--- config.mk ---
export PLATFORM = sky130hd
export DESIGN_NAME = wb_port_arbiter
export DESIGN_NICKNAME = d
export VERILOG_FILES = /design/src/rtl/mips_wb_pkg.sv /design/src/rtl/wb_aes_fifo.sv /design/src/rtl/wb_port_arbiter.sv
export SDC_FILE = /design/constraint.sdc
export NUM_CORES = 1
export LEC_CHECK = 0
export ABC_CLOCK_PERIOD_IN_PS = 3450
export BUFFER_PORTS_ARGS = -buffer_cell sky130_fd_sc_hd__buf_2
export CAP_MARGIN = 20
export CORE_UTILIZATION = 48
export CTS_CLUSTER_DIAMETER = 80
export DETAILED_ROUTE_END_ITERATION = 7
export PLACE_DENSITY = 0.81
export REMOVE_ABC_BUFFERS = 1
export SETUP_SLACK_MARGIN = 0.4
export SLEW_MARGIN = 20
export SYNTH_ARGS = -nofsm -noshare
export SYNTH_HDL_FRONTEND = slang
export SYNTH_SLANG_ARGS = --single-unit
--- constraint.sdc ---
create_clock -name in_clk -period 3.45 [get_ports in_clk]
set_input_delay 0.345 -clock in_clk [delete_from_list [all_inputs] [get_ports in_clk]]
set_output_delay 0.345 -clock in_clk [all_outputs]
set_load 0.02 [all_outputs]
--- src/rtl/mips_wb_pkg.sv ---
// Shared types and constants for the dual-lane register-file writeback path.
// Sized for the 32-entry MIPS32 register file.
package mips_wb_pkg;

    localparam int REG_IDX_W = 5;
    localparam int DATA_W    = 32;
    localparam int NUM_REGS  = 32;

    typedef struct packed {
        logic                 we;
        logic [REG_IDX_W-1:0] idx;
        logic [DATA_W-1:0]    data;
    } wb_req_t;

    // One-hot register mask; r0 is hard-wired to zero and never tracked.
    function automatic logic [NUM_REGS-1:0] reg_onehot(input logic [REG_IDX_W-1:0] idx);
        logic [NUM_REGS-1:0] m;
        m = '0;
        if (idx != '0) m[idx] = 1'b1;
        return m;
    endfunction

endpackage

--- src/rtl/wb_aes_fifo.sv ---
// Small synchronous FIFO for AES writeback results. No bypass: a pushed entry
// is visible at dout from the cycle after the push.
module wb_aes_fifo #(
    parameter int DEPTH = 2,
    parameter int W     = 37
) (
    input  logic                   clk,
    input  logic                   rst_n,
    input  logic                   push,
    input  logic                   pop,
    input  logic [W-1:0]           din,
    output logic [W-1:0]           dout,
    output logic [$clog2(DEPTH):0] count,
    output logic                   full,
    output logic                   empty
);

    localparam int AW = $clog2(DEPTH);
    localparam int CW = AW + 1;

    logic [W-1:0]  mem [DEPTH];
    logic [AW-1:0] wr_ptr;
    logic [AW-1:0] rd_ptr;
    logic [CW-1:0] count_next;
    logic          push_ok;
    logic          pop_ok;

    // full is a flop, so a pop in a full cycle cannot make room for a push in that same cycle.
    assign push_ok = push && !full;
    assign pop_ok  = pop && !empty;
    assign empty   = (count == '0);
    assign dout    = mem[rd_ptr];

    always_comb begin
        count_next = count;
        if (push_ok && !pop_ok) begin
            count_next = count + CW'(1);
        end else if (!push_ok && pop_ok) begin
            count_next = count - CW'(1);
        end
    end

    always_ff @(posedge clk or negedge rst_n) begin
        if (!rst_n) begin
            wr_ptr <= '0;
            rd_ptr <= '0;
            count  <= '0;
            full   <= 1'b0;
        end else begin
            if (push_ok) wr_ptr <= wr_ptr + AW'(1);
            if (pop_ok)  rd_ptr <= rd_ptr + AW'(1);
            count <= count_next;
            full  <= (count_next == CW'(DEPTH));
        end
    end

    always_ff @(posedge clk) begin
        if (push_ok) mem[wr_ptr] <= din;
    end

endmodule

--- src/rtl/wb_port_arbiter.sv ---
// Register-file write-port arbiter: lanes own their ports, queued AES results
// fill idle ports, plus the pending-write scoreboard and starvation bubble request.
module wb_port_arbiter #(
    parameter int FIFO_DEPTH   = 2,
    parameter int STARVE_LIMIT = 8,
    parameter int DATA_W       = mips_wb_pkg::DATA_W
) (
    input  logic                              in_clk,
    input  logic                              in_rst_n,
    input  logic                              in_wb0_RegWr,
    input  logic [mips_wb_pkg::REG_IDX_W-1:0] in_wb0_rd_idx,
    input  logic [DATA_W-1:0]                 in_wb0_data,
    input  logic                              in_wb1_RegWr,
    input  logic [mips_wb_pkg::REG_IDX_W-1:0] in_wb1_rd_idx,
    input  logic [DATA_W-1:0]                 in_wb1_data,
    input  logic                              in_aes_issue_valid,
    input  logic [mips_wb_pkg::REG_IDX_W-1:0] in_aes_issue_rd_idx,
    input  logic                              in_aes_valid,
    input  logic [mips_wb_pkg::REG_IDX_W-1:0] in_aes_rd_idx,
    input  logic [DATA_W-1:0]                 in_aes_data,
    output logic                              out_aes_ready,
    output logic                              out_port0_we,
    output logic [mips_wb_pkg::REG_IDX_W-1:0] out_port0_idx,
    output logic [DATA_W-1:0]                 out_port0_data,
    output logic                              out_port1_we,
    output logic [mips_wb_pkg::REG_IDX_W-1:0] out_port1_idx,
    output logic [DATA_W-1:0]                 out_port1_data,
    output logic [31:0]                       out_pend_mask,
    output logic                              out_stall_lane1,
    output logic [$clog2(FIFO_DEPTH):0]       out_fifo_cnt
);

    import mips_wb_pkg::*;

    localparam int CNT_W    = $clog2(FIFO_DEPTH) + 1;
    localparam int STARVE_W = $clog2(STARVE_LIMIT + 1);
    localparam int ENTRY_W  = REG_IDX_W + DATA_W;

    logic                 lane0_we;
    logic                 lane1_we;
    logic [ENTRY_W-1:0]   head;
    logic [REG_IDX_W-1:0] head_idx;
    logic [DATA_W-1:0]    head_data;
    logic                 head_we;
    logic                 fifo_full;
    logic                 fifo_empty;
    logic [CNT_W-1:0]     fifo_cnt;
    logic                 push;
    logic                 drain_p0;
    logic                 drain_p1;
    logic                 drain;
    logic [NUM_REGS-1:0]  pend_q;
    logic [NUM_REGS-1:0]  pend_next;
    logic [STARVE_W-1:0]  starve_q;
    logic [STARVE_W-1:0]  starve_next;
    logic                 stall_q;
    logic                 stall_next;

    // A lane write to r0 is architecturally a no-op, so it leaves the port free.
    assign lane0_we = in_wb0_RegWr && (in_wb0_rd_idx != '0);
    assign lane1_we = in_wb1_RegWr && (in_wb1_rd_idx != '0);

    assign push = in_aes_valid && !fifo_full;

    wb_aes_fifo #(
        .DEPTH (FIFO_DEPTH),
        .W     (ENTRY_W)
    ) u_fifo (
        .clk   (in_clk),
        .rst_n (in_rst_n),
        .push  (push),
        .pop   (drain),
        .din   ({in_aes_rd_idx, in_aes_data}),
        .dout  (head),
        .count (fifo_cnt),
        .full  (fifo_full),
        .empty (fifo_empty)
    );

    assign head_idx  = head[ENTRY_W-1:DATA_W];
    assign head_data = head[DATA_W-1:0];
    assign head_we   = (head_idx != '0);

    // Port 0 is preferred for the head; port 1 only when lane 0 holds port 0.
    assign drain_p0 = !fifo_empty && !lane0_we;
    assign drain_p1 = !fifo_empty && lane0_we && !lane1_we;
    assign drain    = drain_p0 || drain_p1;

    always_comb begin
        out_port0_we   = 1'b0;
        out_port0_idx  = '0;
        out_port0_data = '0;
        out_port1_we   = 1'b0;
        out_port1_idx  = '0;
        out_port1_data = '0;
        if (lane0_we) begin
            out_port0_we   = 1'b1;
            out_port0_idx  = in_wb0_rd_idx;
            out_port0_data = in_wb0_data;
        end else if (drain_p0 && head_we) begin
            out_port0_we   = 1'b1;
            out_port0_idx  = head_idx;
            out_port0_data = head_data;
        end
        if (lane1_we) begin
            out_port1_we   = 1'b1;
            out_port1_idx  = in_wb1_rd_idx;
            out_port1_data = in_wb1_data;
        end else if (drain_p1 && head_we) begin
            out_port1_we   = 1'b1;
            out_port1_idx  = head_idx;
            out_port1_data = head_data;
        end
    end

    // A new issue to a register that is committing this cycle keeps the bit set.
    always_comb begin
        pend_next = pend_q & ~(drain ? reg_onehot(head_idx) : '0);
        if (in_aes_issue_valid) pend_next = pend_next | reg_onehot(in_aes_issue_rd_idx);
    end

    // Stall rises on the edge that completes STARVE_LIMIT waiting cycles and is
    // held until the head finally drains.
    always_comb begin
        starve_next = starve_q;
        stall_next  = stall_q;
        if (fifo_empty || drain) begin
            starve_next = '0;
        end else if (starve_q != STARVE_W'(STARVE_LIMIT)) begin
            starve_next = starve_q + STARVE_W'(1);
        end
        if (fifo_empty || drain) begin
            stall_next = 1'b0;
        end else if (starve_next == STARVE_W'(STARVE_LIMIT)) begin
            stall_next = 1'b1;
        end
    end

    always_ff @(posedge in_clk or negedge in_rst_n) begin
        if (!in_rst_n) begin
            pend_q   <= '0;
            starve_q <= '0;
            stall_q  <= 1'b0;
        end else begin
            pend_q   <= pend_next;
            starve_q <= starve_next;
            stall_q  <= stall_next;
        end
    end

    assign out_aes_ready   = !fifo_full;
    assign out_pend_mask   = pend_q;
    assign out_stall_lane1 = stall_q;
    assign out_fifo_cnt    = fifo_cnt;

endmodule
==> run_results.csv <==
group,metric,value,unit
timing,hold_slack,0.0212,ns
routing,detail_route.wirelength,16600,um
routing,ant_nets,0,
timing,slew_headroom,38.3,%
die,die_w,108,um
layout,synthToLayoutAreaGrowth,36.1,%
clocking,h-tree-depth,4,
routing,vias_per_cell,5.70,
synthesis,synth_flop_cell,"edfxtp_1",
min_path,hp-class,"in2reg",
layout,utilization,67.4,%
timing,tightestPinTransition,0.925,ns
routing,drc,0,
critical_path,required,3.11,ns
synthesis,ys_seq_area_share,60.7,%
synthesis,synth_warnings,0,
layout,diodes,0,
timing,slew_violations,0,
synthesis,netlist_area,5390,um^2
layout,num-nets-final,855,
synthesis,synth_common_cells,"nand2_1, o21ai_0, edfxtp_1",
place,place_inst,846,
die,rows,38,
synthesis,syn_inst,488,
timing,skew,0.00923,ns
layout,final_cell_count_no_fill,883,
min_path,min_to,"u_fifo.mem[0][23]$_DFFE_PP_",
critical_path,worstPathMaxFanout,20,
synthesis,yosysMostFrequentCell,"nand2_1",
clocking,cts-root-buf,"clkbuf_8",
routing,dr.pass1.iters,5,
power_and_ir_drop,cellLeakagePower,0.00329,uW
routing,num_vias,5033,
timing,rsz0062_at_grt,"no",
timing,tns,0,ns
clocking,cts_tree,"yes",
run_status,outcome,"completed",
synthesis,synth_top_area_share,41.2,%
synthesis,synth_edf_count,74,
min_path,holdCritStartpoint,"in_aes_data[23]",
routing,drt_iter0_markers,395,
synthesis,ys_ff_latch,116,
die,dieArea,11700,um^2
critical_path,critical_path_class,"reg2out",
clocking,clkTransAtPathRegs,0.06,ns
synthesis,ys_top_cells_by_area,"edfxtp_1, dfrtp_1, o21ai_0",
critical_path,reg2reg_from,"u_fifo.rd_ptr$_DFFE_PN0P_",
global_routing,antenna_found_initial,2,
die,start_util,49.5,%
job,drv_cap,0,
critical_path,reg2reg_to,"out_pend_mask[14]$_DFF_PN0_",
timing,finalSetupViolCount,0,
clocking,cts_buffers,17,
critical_path,arrival,2.48,ns
power_and_ir_drop,ir_drop,445,uV
layout,drive_gt1_share,39.3,%
min_path,holdPathStages,1,
die,die_h,108,um
layout,fillCellCount,806,
timing,max_freq,355,MHz
routing,post_drt_wl_per_cell,18.8,um
critical_path,start_kind,"flop",
die,core_area,10900,um^2
timing,fin_ws,0.629,ns
synthesis,yosysTopAreaCell,"edfxtp_1",
global_routing,grt_pass1_wl,24600,um
synthesis,async_flop_share,36.2,%
synthesis,synth.distinct_cells,45,
critical_path,cp-end-kind,"output pin",
clocking,insertion_delay,0.51,ns
global_routing,overflow,0,
synthesis,synth.avg_cell_area,11.1,um^2
place,dp_hpwl,11800,um
power_and_ir_drop,power.density,839,nW/um^2
clocking,cts.sinks,116,
die,io_pins,234,
place,pre_cts_ws,0.591,ns
timing,period_minus_slack,2.82,ns
place,place_congestion,0.904,
critical_path,r2r_setup_slack,1.31,ns
timing,hold_viol,0,
place,io_buffers,233,
global_routing,groute.usage.overall,28.3,%
global_routing,grt_pass1_vias,5082,
clocking,cts.path.max_buffers,2,
critical_path,reg2reg_depth,5,
timing,min_period_over_period,81.8,%
global_routing,grt_start_max_net_pins,43,
state kept, by name, indices dropped and copies added (netlist names):
register / flops
u_fifo.mem: 74
out_pend_mask: 32
starve_q: 4
u_fifo.count: 2
out_stall_lane1: 1
u_fifo.full: 1
u_fifo.rd_ptr: 1
u_fifo.wr_ptr: 1
what timing repair did:
action,in CTS,in global routing
endpoints found under the setup margin,57,41
setup buffers,3,0
hold endpoints to repair,42,0
resized for setup,2,4
hold buffers,1,0
layout by cell type (no fill, tap or decap), drive strengths merged, types with 3 or more instances in the layout:
master,n
edfxtp,74
o32ai,3
nand3b,5
a21oi,4
mux2i,37
buf,244
clkinv,8
clkbuf,17
o21ai,137
clkinvlp,3
nand2,95
inv,13
nand2b,4
ha,3
dfrtp,42
o211ai,5
nand3,6
o22ai,4
xnor2,3
nor2,9
metal layers:
metal  vias to the layer above  track usage, %  share of wire [%]
li1                       2277               -                  -
met1                      2396            31.5                 37
met2                       311            49.3                 52
met3                        45            7.11                7.9
met4                         4            15.6                3.2
met5                         -               0               0.13
per-stage QoR:
stage / instance area (um^2) / power (uW)
6_report: 7340 / 6160
5_1_grt: 7340 / 6460
4_1_cts: 7300 / 6120
3_5_place_dp: 6690 / 4480
3_3_place_gp: 6690 / 4390
2_1_floorplan: 5290 / 3580
worst max-delay path, cell delays in order, from the launching register on:
cell     delay, ns
dfrtp_4       0.60
o32a_1        0.51
o21ai_4       0.31
buf_4         0.26
o21ai_0       0.11
buf_2         0.17
worst max-delay path by stage:
stage | from | endpoint | slack [ns]
floorplan | u_fifo.rd_ptr$_DFFE_PN0P_ | out_port1_data[18] | -0.12
global placement | u_fifo.rd_ptr$_DFFE_PN0P_ | out_port1_data[18] | 0.70
detailed placement | u_fifo.rd_ptr$_DFFE_PN0P_ | out_port1_data[18] | 0.59
CTS | u_fifo.rd_ptr$_DFFE_PN0P_ | out_port0_data[26] | 0.50
global route | u_fifo.rd_ptr$_DFFE_PN0P_ | out_port0_data[26] | 0.50
finish | u_fifo.rd_ptr$_DFFE_PN0P_ | out_port1_data[18] | 0.63
report_power, final:
group / total, uW / internal, uW / switching (uW) / leakage (uW)
sequential: 2150 / 1920 / 230 / 0.00121
clock: 1600 / 955 / 649 / 0.000260
combinational: 2400 / 808 / 1600 / 0.00182
total: 6160 / 3680 / 2480 / 0.00329
final cells by class:
cell class	count	area, um^2	share of cell area, %
Multi-Input combinational cell	340	2020	27.5
Tap cell	140	175	2.39
Clock buffer	17	414	5.64
Clock inverter	15	131	1.79
Inverter	10	37.5	0.511
Timing Repair Buffer	245	1290	17.6
Sequential cell	116	3280	44.6
cells by family after synthesis:
family / Yosys count / synth area share (%)
compound gates: 164 / 17.4
simple gates: 130 / 10.7
flops: 116 / 60.7
mux: 38 / 7.08
buf+inv: 32 / 2.62
xor+xnor: 5 / 0.812
fa+ha+maj: 3 / 0.696
No activity file was read; power rests on OpenSTA's default activity.
